<file path="config.mk">
export PLATFORM = sky130hd
export DESIGN_NAME = demux_striping_n
export DESIGN_NICKNAME = d
export VERILOG_FILES = /design/src/rtl/demux_striping_n.sv
export SDC_FILE = /design/constraint.sdc
export NUM_CORES = 1
export LEC_CHECK = 0
export ABC_AREA = 1
export BUFFER_PORTS_ARGS = -buffer_cell sky130_fd_sc_hd__buf_4
export CAP_MARGIN = 20
export CORE_MARGIN = 1
export CORE_UTILIZATION = 50
export CTS_CLUSTER_DIAMETER = 30
export DETAILED_ROUTE_END_ITERATION = 7
export GPL_ROUTABILITY_DRIVEN = 0
export GPL_TIMING_DRIVEN = 0
export PLACE_DENSITY = 0.71
export SETUP_SLACK_MARGIN = 0.02
export SLEW_MARGIN = 20
export SYNTH_ARGS = -nofsm -noshare
export SYNTH_HDL_FRONTEND = slang
export SYNTH_SLANG_ARGS = --single-unit
</file>
<file path="constraint.sdc">
create_clock -name clk_2f -period 1.84 [get_ports clk_2f]
set_input_delay 0.092 -clock clk_2f [delete_from_list [all_inputs] [get_ports clk_2f]]
set_output_delay 0.092 -clock clk_2f [all_outputs]
set_load 0.02 [all_outputs]
</file>
<file path="src/rtl/demux_striping_n.sv">
// Round-robin word striper: stages LANES words and publishes them lane-aligned,
// flushing partial stripes after IDLE_FLUSH idle cycles. Optional macro STRIPE_PARITY_EN adds per-lane parity.
module demux_striping_n #(
  parameter int WIDTH      = 32,
  parameter int LANES      = 4,
  parameter int IDLE_FLUSH = 3
) (
  input  logic                       clk_2f,
  input  logic                       reset_L,
  input  logic                       valid_in,
  input  logic [WIDTH-1:0]           data_input,
  output logic [LANES*WIDTH-1:0]     lane_data,
  output logic [LANES-1:0]           valid_out,
  output logic [$clog2(LANES)-1:0]   lane_ptr,
  output logic [LANES-1:0]           stripe_par
);

  localparam int PW = $clog2(LANES);
  localparam int CW = (IDLE_FLUSH > 0) ? $clog2(IDLE_FLUSH + 1) : 1;

  logic [WIDTH-1:0]       staging [LANES];
  logic [LANES-1:0]       filled;
  logic [CW-1:0]          idle_cnt;
  logic                   last_lane;
  logic                   flush;
  logic                   publish;
  logic [LANES*WIDTH-1:0] pub_bus;
  logic [LANES-1:0]       pub_par;

  assign last_lane = (lane_ptr == PW'(LANES - 1));
  assign flush     = !valid_in && (filled != '0) && (IDLE_FLUSH != 0) &&
                     (idle_cnt == CW'(IDLE_FLUSH - 1));
  assign publish   = (valid_in && last_lane) || flush;

  // The word being accepted this edge merges straight into the published bus;
  // lanes never filled in this stripe publish zero.
  for (genvar gi = 0; gi < LANES; gi++) begin : g_lane
    assign pub_bus[gi*WIDTH +: WIDTH] =
      (valid_in && lane_ptr == PW'(gi)) ? data_input :
      (filled[gi] ? staging[gi] : '0);
    assign pub_par[gi] = ^pub_bus[gi*WIDTH +: WIDTH];
  end

  always_ff @(posedge clk_2f or negedge reset_L) begin
    if (!reset_L) begin
      lane_data <= '0;
      valid_out <= '0;
      lane_ptr  <= '0;
      filled    <= '0;
      idle_cnt  <= '0;
      for (int i = 0; i < LANES; i++) staging[i] <= '0;
    end else begin
      valid_out <= '0;
      if (valid_in) begin
        staging[lane_ptr] <= data_input;
        idle_cnt          <= '0;
        if (last_lane) begin
          lane_data <= pub_bus;
          valid_out <= '1;
          filled    <= '0;
          lane_ptr  <= '0;
        end else begin
          filled[lane_ptr] <= 1'b1;
          lane_ptr         <= lane_ptr + 1'b1;
        end
      end else if (flush) begin
        lane_data <= pub_bus;
        valid_out <= filled;
        filled    <= '0;
        lane_ptr  <= '0;
        idle_cnt  <= '0;
      end else if (filled != '0 && IDLE_FLUSH != 0) begin
        idle_cnt <= idle_cnt + 1'b1;
      end else begin
        idle_cnt <= '0;
      end
    end
  end

`ifdef STRIPE_PARITY_EN
  always_ff @(posedge clk_2f or negedge reset_L) begin
    if (!reset_L)     stripe_par <= '0;
    else if (publish) stripe_par <= pub_par;
  end
`else
  assign stripe_par = '0;
  logic unused_par;
  assign unused_par = ^{pub_par, publish};
`endif

endmodule

</file>
* Word-level counts from Yosys, hierarchy flattened
Index checks and enable logic that the tools add are counted.
** Storage, ports and cells
- Bits of input ports :: 35
- Logic and storage cells :: 63
- Bits in registers :: 268
** Operators by class
- Order comparisons :: 4
- Bitwise operators :: 2
- Reductions and logical operators :: 13
- Mux-type cells :: 28
- Equal/unequal tests :: 5
- Add/sub/neg operators :: 2
** Operators by type and width (number)
- 2-to-1 mux 128 bit :: 3
- 2-to-1 mux 32 bit :: 9
- bitwise mux 128 bit :: 1
- demux 32 bit (select 2 bit) :: 1
- 2-to-1 mux 4 bit :: 6
- 2-to-1 mux 2 bit :: 6
- logical AND 1 bit :: 8
- equality test 2 bit (second input constant) :: 3
- adder 2 x 1 -> 2 bit (second input constant) :: 2
- OR 4 bit :: 1
- nonzero test 4 bit :: 1
- greater-or-equal comparator 3 bit (second input constant) :: 1
- < comparator 2 x 3 -> 1 bit (second input constant) :: 1
- < comparator 3 x 1 -> 1 bit (second input constant) :: 1
- inverter 2 -> 3 bit :: 1
- demux 1 bit (select 2 bit) :: 1
- equality test 2 x 1 -> 1 bit (second input constant) :: 1
- greater-or-equal comparator 2 x 1 -> 1 bit (second input constant) :: 1
- zero test 2 bit :: 1
- != test 2 x 1 -> 1 bit (second input constant) :: 1
- AND reduction 2 bit :: 1
- nonzero test 2 bit :: 1
- zero test 1 bit :: 1
- 2-to-1 mux 1 bit :: 1

* Longest topological paths before layout
Gate-level depths: netlist of the first run.
- Depth after elaboration :: 7
- Mapped depth :: 9
- Gate-level depth less buffers :: 7

* Least setup slack after synthesis of the first run
OpenSTA, ideal clock, no wires.
- Path kind :: flip-flop to flip-flop
- Start point :: register lane_ptr[0]
- End point :: register lane_data[94]
- Data arrival time :: 1511 ps
- Cell stages (with the launch flop) :: 9
- Period minus slack after synthesis :: 1628 ps
- Setup slack :: 212 ps
- Buffers on the path :: 2
- Path through :: dfrtp_1 -> inv_1 -> ha_1 -> nand2_1 -> buf_2 -> clkbuf_1 -> o21ai_0 -> nand2_1 -> nand2_1
** Between the ends
- Longest elaborated chain between the ends :: 5
- Elaborated cells between the ends (all ways) :: 9
- Those cells by class :: eq/ne: 3; mux: 4; reduce/logical: 2
** Ends and longest elaborated chain
- start, declared :: RTL line 14 : output logic [$clog2(LANES)-1:0] lane_ptr,
- start signal, assigned :: RTL line 64 : lane_ptr <= lane_ptr + 1'b1;
- equality test 2 bit :: RTL line 39 : (valid_in && lane_ptr == PW'(gi)) ? data_input :
- logical AND 1 bit :: RTL line 39
- 2-to-1 mux 32 bit :: RTL line 39
- 2-to-1 mux 128 bit, on equally long branches :: RTL line 66, 57
- 2-to-1 mux 128 bit :: RTL line 54 : if (valid_in) begin
- end signal, assigned :: RTL line 58 : lane_data <= pub_bus;
- end signal, assigned :: RTL line 67 : lane_data <= pub_bus;
- end, declared :: RTL line 12 : output logic [LANES*WIDTH-1:0] lane_data,
Several ways; a longest one is shown, not always the timed one. The select of a mux whose other input is x is not followed.
A chain may end at the register's enable or synchronous reset.

* Worst setup path after layout of the first run
- Start point :: register lane_ptr[0]
- End point :: register lane_data[51]
** Between the ends
- Longest elaborated chain between the ends :: 5
- Elaborated cells between the ends (all ways) :: 9
- Those cells by class :: eq/ne: 3; mux: 4; reduce/logical: 2
** Ends and longest elaborated chain (RTL line)
- equality test 2 x 1 -> 1 bit :: 39
- logical AND 1 bit :: 39
- 2-to-1 mux 32 bit :: 39
- 2-to-1 mux 128 bit, on equally long branches :: 66, 57
- 2-to-1 mux 128 bit :: 54
Several ways; a longest one is shown, not always the timed one. The select of a mux whose other input is x is not followed.

==> flow_summary.toml, run 1 <==
[clocking]
cts.reportedPaths.clkPinSlew_ns = 0.05
insertion_delay_ns = 0.54
cts_sinks = 268
clockBufferDepth = 3
cts_buffers = 50
cts-root-buf = "clkbuf_16"
cts_tree = "built"
h-tree-depth = 2

[logic_synthesis]
ys_ff_latch = 268
synthSimpleGateAreaFrac_pct = 24.7
async_flop_share_pct = 100
avgSynthCellArea_um2 = 8.58
synth_edf_count = 0
seq_area_frac_synth_pct = 57.2
yosysUniqueCellTypes = 19
synth_area_leader_cell = "dfrtp_1"
synth-compound-area-share_pct = 11.1
synth_top_family_by_area = "simple AND/OR/NAND/NOR gates"
synth_flop_cell = "dfrtp_1"
synthXorXnorAreaFrac_pct = 0
synth_adder_area_share_pct = 0.534
syn-cell-area_mm2 = 0.0117
yosysMostFrequentCell = "nand2_1"
synth_mux_area_share_pct = 0
synth_common_cells = "nand2_1 (397), dfrtp_1 (268), nand3_1 (260)"
netlist.area_leader.share_pct = 57.2
ys_warn_count = 0
postSynthCellCount = 1366
synth.area.top_cells = "dfrtp_1 (57%), nand2_1 (13%), nand3_1 (11%), o21ai_0 (11%), clkbuf_1 (1.7%)"

[detailed_routing]
dr.first_iter.drc_count = 1099
vias = 10900
first_pass_iters = 5
routedWlPerCell_um = 18.5
antenna_left = 0
routed_via_density = 5.53
drt_wl_total_um = 36600
drcViolationCount = 0

[sta]
rsz0062_at_grt = "yes"
clock_skew_ns = 0.0119
max_slew.worst_pin.slew_ns = 0.700
slew_violations = 0
worst_slack_ns = 0.0719
post-route-period-util_pct = 96.1
min_period_ns = 1.77
hold_viol_final = 0
setup_viol = 0
timing.fmax_mhz = 566
relSlewSlack_pct = 53.3

[critical_path]
crit_chain = "ha_1 > nand2_4 > buf_2 > clkbuf_2 > nand3_1 > nand2_1"
cp.required_ns = 2.31
crit_path_end_kind = "flip-flop"
r2r_slack_ns = 0.07
ff2ff_path_depth = 6
critPathSlowestCell = "dfrtp_2"
critPathMaxFanout = 10
rr_endpoint = "lane_data[51]"
start_kind = "flip-flop"
worstSetupPathType = "flip-flop to flip-flop"
cp.arrival_ns = 2.23
r2r-start = "lane_ptr[0]"
cpPeakStageDelay_ns = 0.45

[floorplanning]
die_h_um = 155
io_pins = 173
start_util_pct = 51.3
die_area_mm2 = 0.0241
fp-row-count = 55
die_w_um = 155
core_mm2 = 0.0228

[place]
port_buffers = 167
detailedPlace.worstSlack_ns = -0.350
dp_cells = 1851
dp_hpwl_um = 24500
place_area_mm2 = 0.0134

[status]
status = "finished, final reports clean"

[global_route]
grt_max_degree = 99
grt_overflow = 0
track_usage_pct = 31.0
grt_pass1_vias = 10900
antenna_found_initial = 0
grt_pass1_wl_um = 57500

[run]
drv_cap = 0

[power]
leakage_nw = 8.03
power.density_mw_per_mm2 = 1820
ir_drop_uv = 913
p_total_mw = 28.5

[layout]
regArea_mm2 = 0.00671
utilization_pct = 68.6
final_cell_area_mm2 = 0.0157
multi_input_comb_area_mm2 = 0.00427
antenna-diode-count = 0
n_fill_cell = 1861
layout-drive-gt1-share_pct = 21.7
fin_nets = 1666
area_delta_synth_final_pct = 33.7
fin_cells = 1979

[worst_hold_path]
hp-class = "input port to async pin"
==> how the worst max path moves through the flow <==
stage / startpoint / endpoint / slack [ns]
after floorplan: lane_ptr[0] / lane_data[94] / 0.21
after global placement: reset_L / lane_data[52] / -1.60
after detailed placement: lane_ptr[0] / lane_data[19] / -0.35
after CTS: lane_ptr[1] / lane_data[19] / 0.002
after global routing: lane_ptr[0] / lane_data[18] / 0.02
final: lane_ptr[0] / lane_data[51] / 0.07
==> registers in the layout, summed over array words and instances (netlist names) <==
register,cells
filled,4
idle_cnt,2
lane_data,128
lane_ptr,2
staging,128
valid_out,4
==> per-stage QoR <==
step,hold WS (ns),TNS [ns]
finish,0.141,0
global route,0.213,0
CTS,0.170,0
detailed placement,0.134,-15.56
global placement,0.411,-434.28
floorplan,-0.204,0
==> layout by cell type, fill, tap and decap left out, drive strengths merged <==
cell type	netlist	final
nand3	261	261
nor3	2	2
nor2	12	12
clkinvlp	0	7
clkbuf	52	119
o21ai	258	258
dfrtp	268	268
bufinv	0	7
dlygate4sd3	0	34
ha	5	5
inv	39	39
conb	1	4
nand2	400	400
o211ai	1	1
clkinv	0	14
buf	67	235
==> per-layer routing <==
metal	global-route usage (%)	wire [um]	vias up	share of wire, %
li1	-	-	5054	-
met1	41.2	15300	5325	42
met2	50.6	17500	483	48
met3	5.04	2770	81	7.6
met4	13.5	991	0	2.7
met5	0	0	-	0
==> power by group <==
| group | total (mW) | internal [mW] | switching, mW |
|---|---|---|---|
| Clock | 9.50 | 6.44 | 3.06 |
| Sequential | 9.83 | 8.33 | 1.50 |
| Combinational | 9.20 | 3.47 | 5.73 |
| Total | 28.5 | 18.2 | 10.3 |
==> logic make-up (layout without fill, tap and decap cells) <==
group,after synthesis,after routing
AO/OA/AOI/OAI,259,259
adder cells (fa/ha/maj),5,5
buffers and inverters,158,455
flip-flops,268,268
other,1,4
AND/OR/NAND/NOR,675,675
==> what timing repair did <==
item	CTS	global route
gates resized for setup	34	39
hold buffers	34	0
endpoints found under the setup margin	220	201
setup buffers	0	2
endpoints found under the hold margin	204	0
==> cell type report <==
class	instances	area share, %
plain buffers	119	4.45
clock buffers	64	9.11
inverters	39	0.935
flip-flops and latches	268	42.8
multi-input cells	943	27.3
clock inverters	28	2.24
well taps	313	2.50
repair buffers	205	10.7
==> critical path, delay by kind of cell (launching register included) <==
kind | cells | cell delay [ns]
adders and majority gates | 1 | 0.26
buffers and inverters | 2 | 0.65
DFF | 1 | 0.45
and+or+nand+nor | 3 | 0.33
Note: power is estimated with default switching activity, not from simulation.
==> run 2, diff against run 1 <==
Clock period 1.84 ns to 2 ns, I/O delays scaled along.
==> run 2 against run 1 <==
Sequential share of layout area is 0.20 points higher. Critical path type unchanged. Largest power group unchanged. Sequential power is 8.0% lower. Worst hold slack worse by 0.12 ns.
==> flow_summary.toml, run 2 (synthesized netlist as in run 1, its figures left out) <==
[clocking]
cts_tree = "built"
insertion_delay_ns = 0.54
cts.reportedPaths.clkPinSlew_ns = 0.05
h-tree-depth = 2
post_cts_buffers = 0
clockBufferDepth = 3
cts_sinks = 268
cts_buffers = 50
cts-root-buf = "clkbuf_16"

[critical_path]
crit_chain = "ha_1 > nand2_4 > buf_2 > clkbuf_1 > nand3_1 > nand2_1"
start_kind = "flip-flop"
critPathSlowestCell = "dfrtp_2"
cp.required_ns = 2.47
crit_path_end_kind = "flip-flop"
worstSetupPathType = "flip-flop to flip-flop"
ff2ff_path_depth = 6
cp.arrival_ns = 2.36
critPathMaxFanout = 10
cpPeakStageDelay_ns = 0.46

[global_route]
grt_max_degree = 99
grt_pass1_wl_um = 57500
grt_pass1_vias = 10900
grt_overflow = 0
globalRouteMet2Util_pct = 50.4
antenna_found_initial = 0
gr-max-usage-layer = "met2"
track_usage_pct = 31.0
globalRouteMet1Util_pct = 41.2
grt_use_met3_pct = 5.04

[layout]
n_fill_cell = 1867
area_delta_synth_final_pct = 33.0
layout_common_cells = "nand2_1 (397), dfrtp_1 (267), nand3_1 (260)"
utilization_pct = 68.2
reg_top3 = "lane_data x128, staging x128"
layout-drive-gt1-share_pct = 20.7
layout_commonest_cell = "nand2_1"
fin_nets = 1663
antenna-diode-count = 0

[sta]
post-route-period-util_pct = 94.7
clock_skew_ns = 0.0116
rsz0062_at_grt = "yes"
min_period_ns = 1.89
hold_viol_final = 0
relSlewSlack_pct = 53.4
whs_ns = 0.0227
setup_viol = 0
max_slew.worst_pin.slew_ns = 0.700
slew_violations = 0
timing.fmax_mhz = 528

[power]
ir_drop_uv = 840
leakage_nw = 7.97
power.density_mw_per_mm2 = 1680

[floorplanning]
die_area_mm2 = 0.0241
die_w_um = 155
start_util_pct = 51.3
fp-row-count = 55
core_mm2 = 0.0228
die_h_um = 155
io_pins = 173

[place]
port_buffers = 167
dp_hpwl_um = 24500

[worst_hold_path]
hp-class = "input port to flip-flop"
hold_depth = 3

[detailed_routing]
dr.first_iter.drc_count = 1135
first_pass_iters = 6
routedWlPerCell_um = 18.5
vias = 11000
antenna_left = 0
drcViolationCount = 0
drt_wl_total_um = 36500
routed_via_density = 5.55

[status]
status = "finished, final reports clean"

[run]
drv_cap = 0
## run 2: changes by cell type in the layout (fill, tap and decap cells not counted), moves of 6 or more
| cell | previous run | this run |
|---|---|---|
| buf_2 | 27 | 35 |
| clkbuf_1 | 22 | 36 |
| buf_4 | 191 | 182 |
| clkbuf_4 | 9 | 3 |
| clkbuf_2 | 29 | 21 |
## run 2: worst paths after layout
kind | slack, ns | to | startpoint
max in group asynchronous | 0.90 | staging[52] | reset_L
min in group asynchronous | 0.15 | staging[100] | reset_L
worst min register to register | 0.45 | idle_cnt[0] | idle_cnt[0]
worst max register to register | 0.11 | lane_data[82] | lane_ptr[0]
worst max-delay path | 0.11 | lane_data[82] | lane_ptr[0]
worst min-delay path | 0.02 | staging[50] | data_input[18]
## run 2: stage by stage
stage               area [um2]  total power, mW  setup TNS [ns]  setup WS [ns]  cells
global placement         13400             17.0         -382.65          -1.45   1849
floorplan                11700             13.8               0          0.372   1369
global route             15600             27.6               0       0.000339   1976
detailed placement       13400             17.2           -1.14         -0.190   1851
finish                   15600             26.2               0          0.106   1976
CTS                      15600             26.1               0         0.0204   1976
## run 2: layer usage
layer | share of wire [%] | up-vias
met2 | 48 | 490
met4 | 2.8 | 0
met1 | 42 | 5335
met5 | 0 | -
li1 | - | 5041
met3 | 8.0 | 93
## run 2: repair_timing
action	in CTS	in global routing
gates resized for setup	13	26
hold buffers	33	0
setup endpoints to repair	45	161
pin swaps	0	0
hold endpoints to repair	196	0
## run 2: final cells by class
cell class                 instances  area (um2)  share of cell area (%)
multi-input combinational        943        4270                    27.4
clock buffer                      64        1430                    9.16
timing repair buffer             202        1650                    10.6
buffer                           119         648                    4.16
inverter                          39         146                   0.939
clock inverter                    28         352                    2.26
tap                              313         392                    2.51
sequential                       268        6710                    43.0
## run 2: power breakdown
group	internal [mW]	switching, mW	total [mW]
Clock	5.93	2.82	8.74
Combinational	3.14	5.27	8.40
Sequential	7.66	1.38	9.04
## run 2: worst max-delay path, delay by kind of cell (launching register included)
family                   cells  cell delay (ns)
AND/OR/NAND/NOR              3             0.36
flip-flops                   1             0.46
adder cells (fa/ha/maj)      1             0.27
buffers and inverters        2             0.70
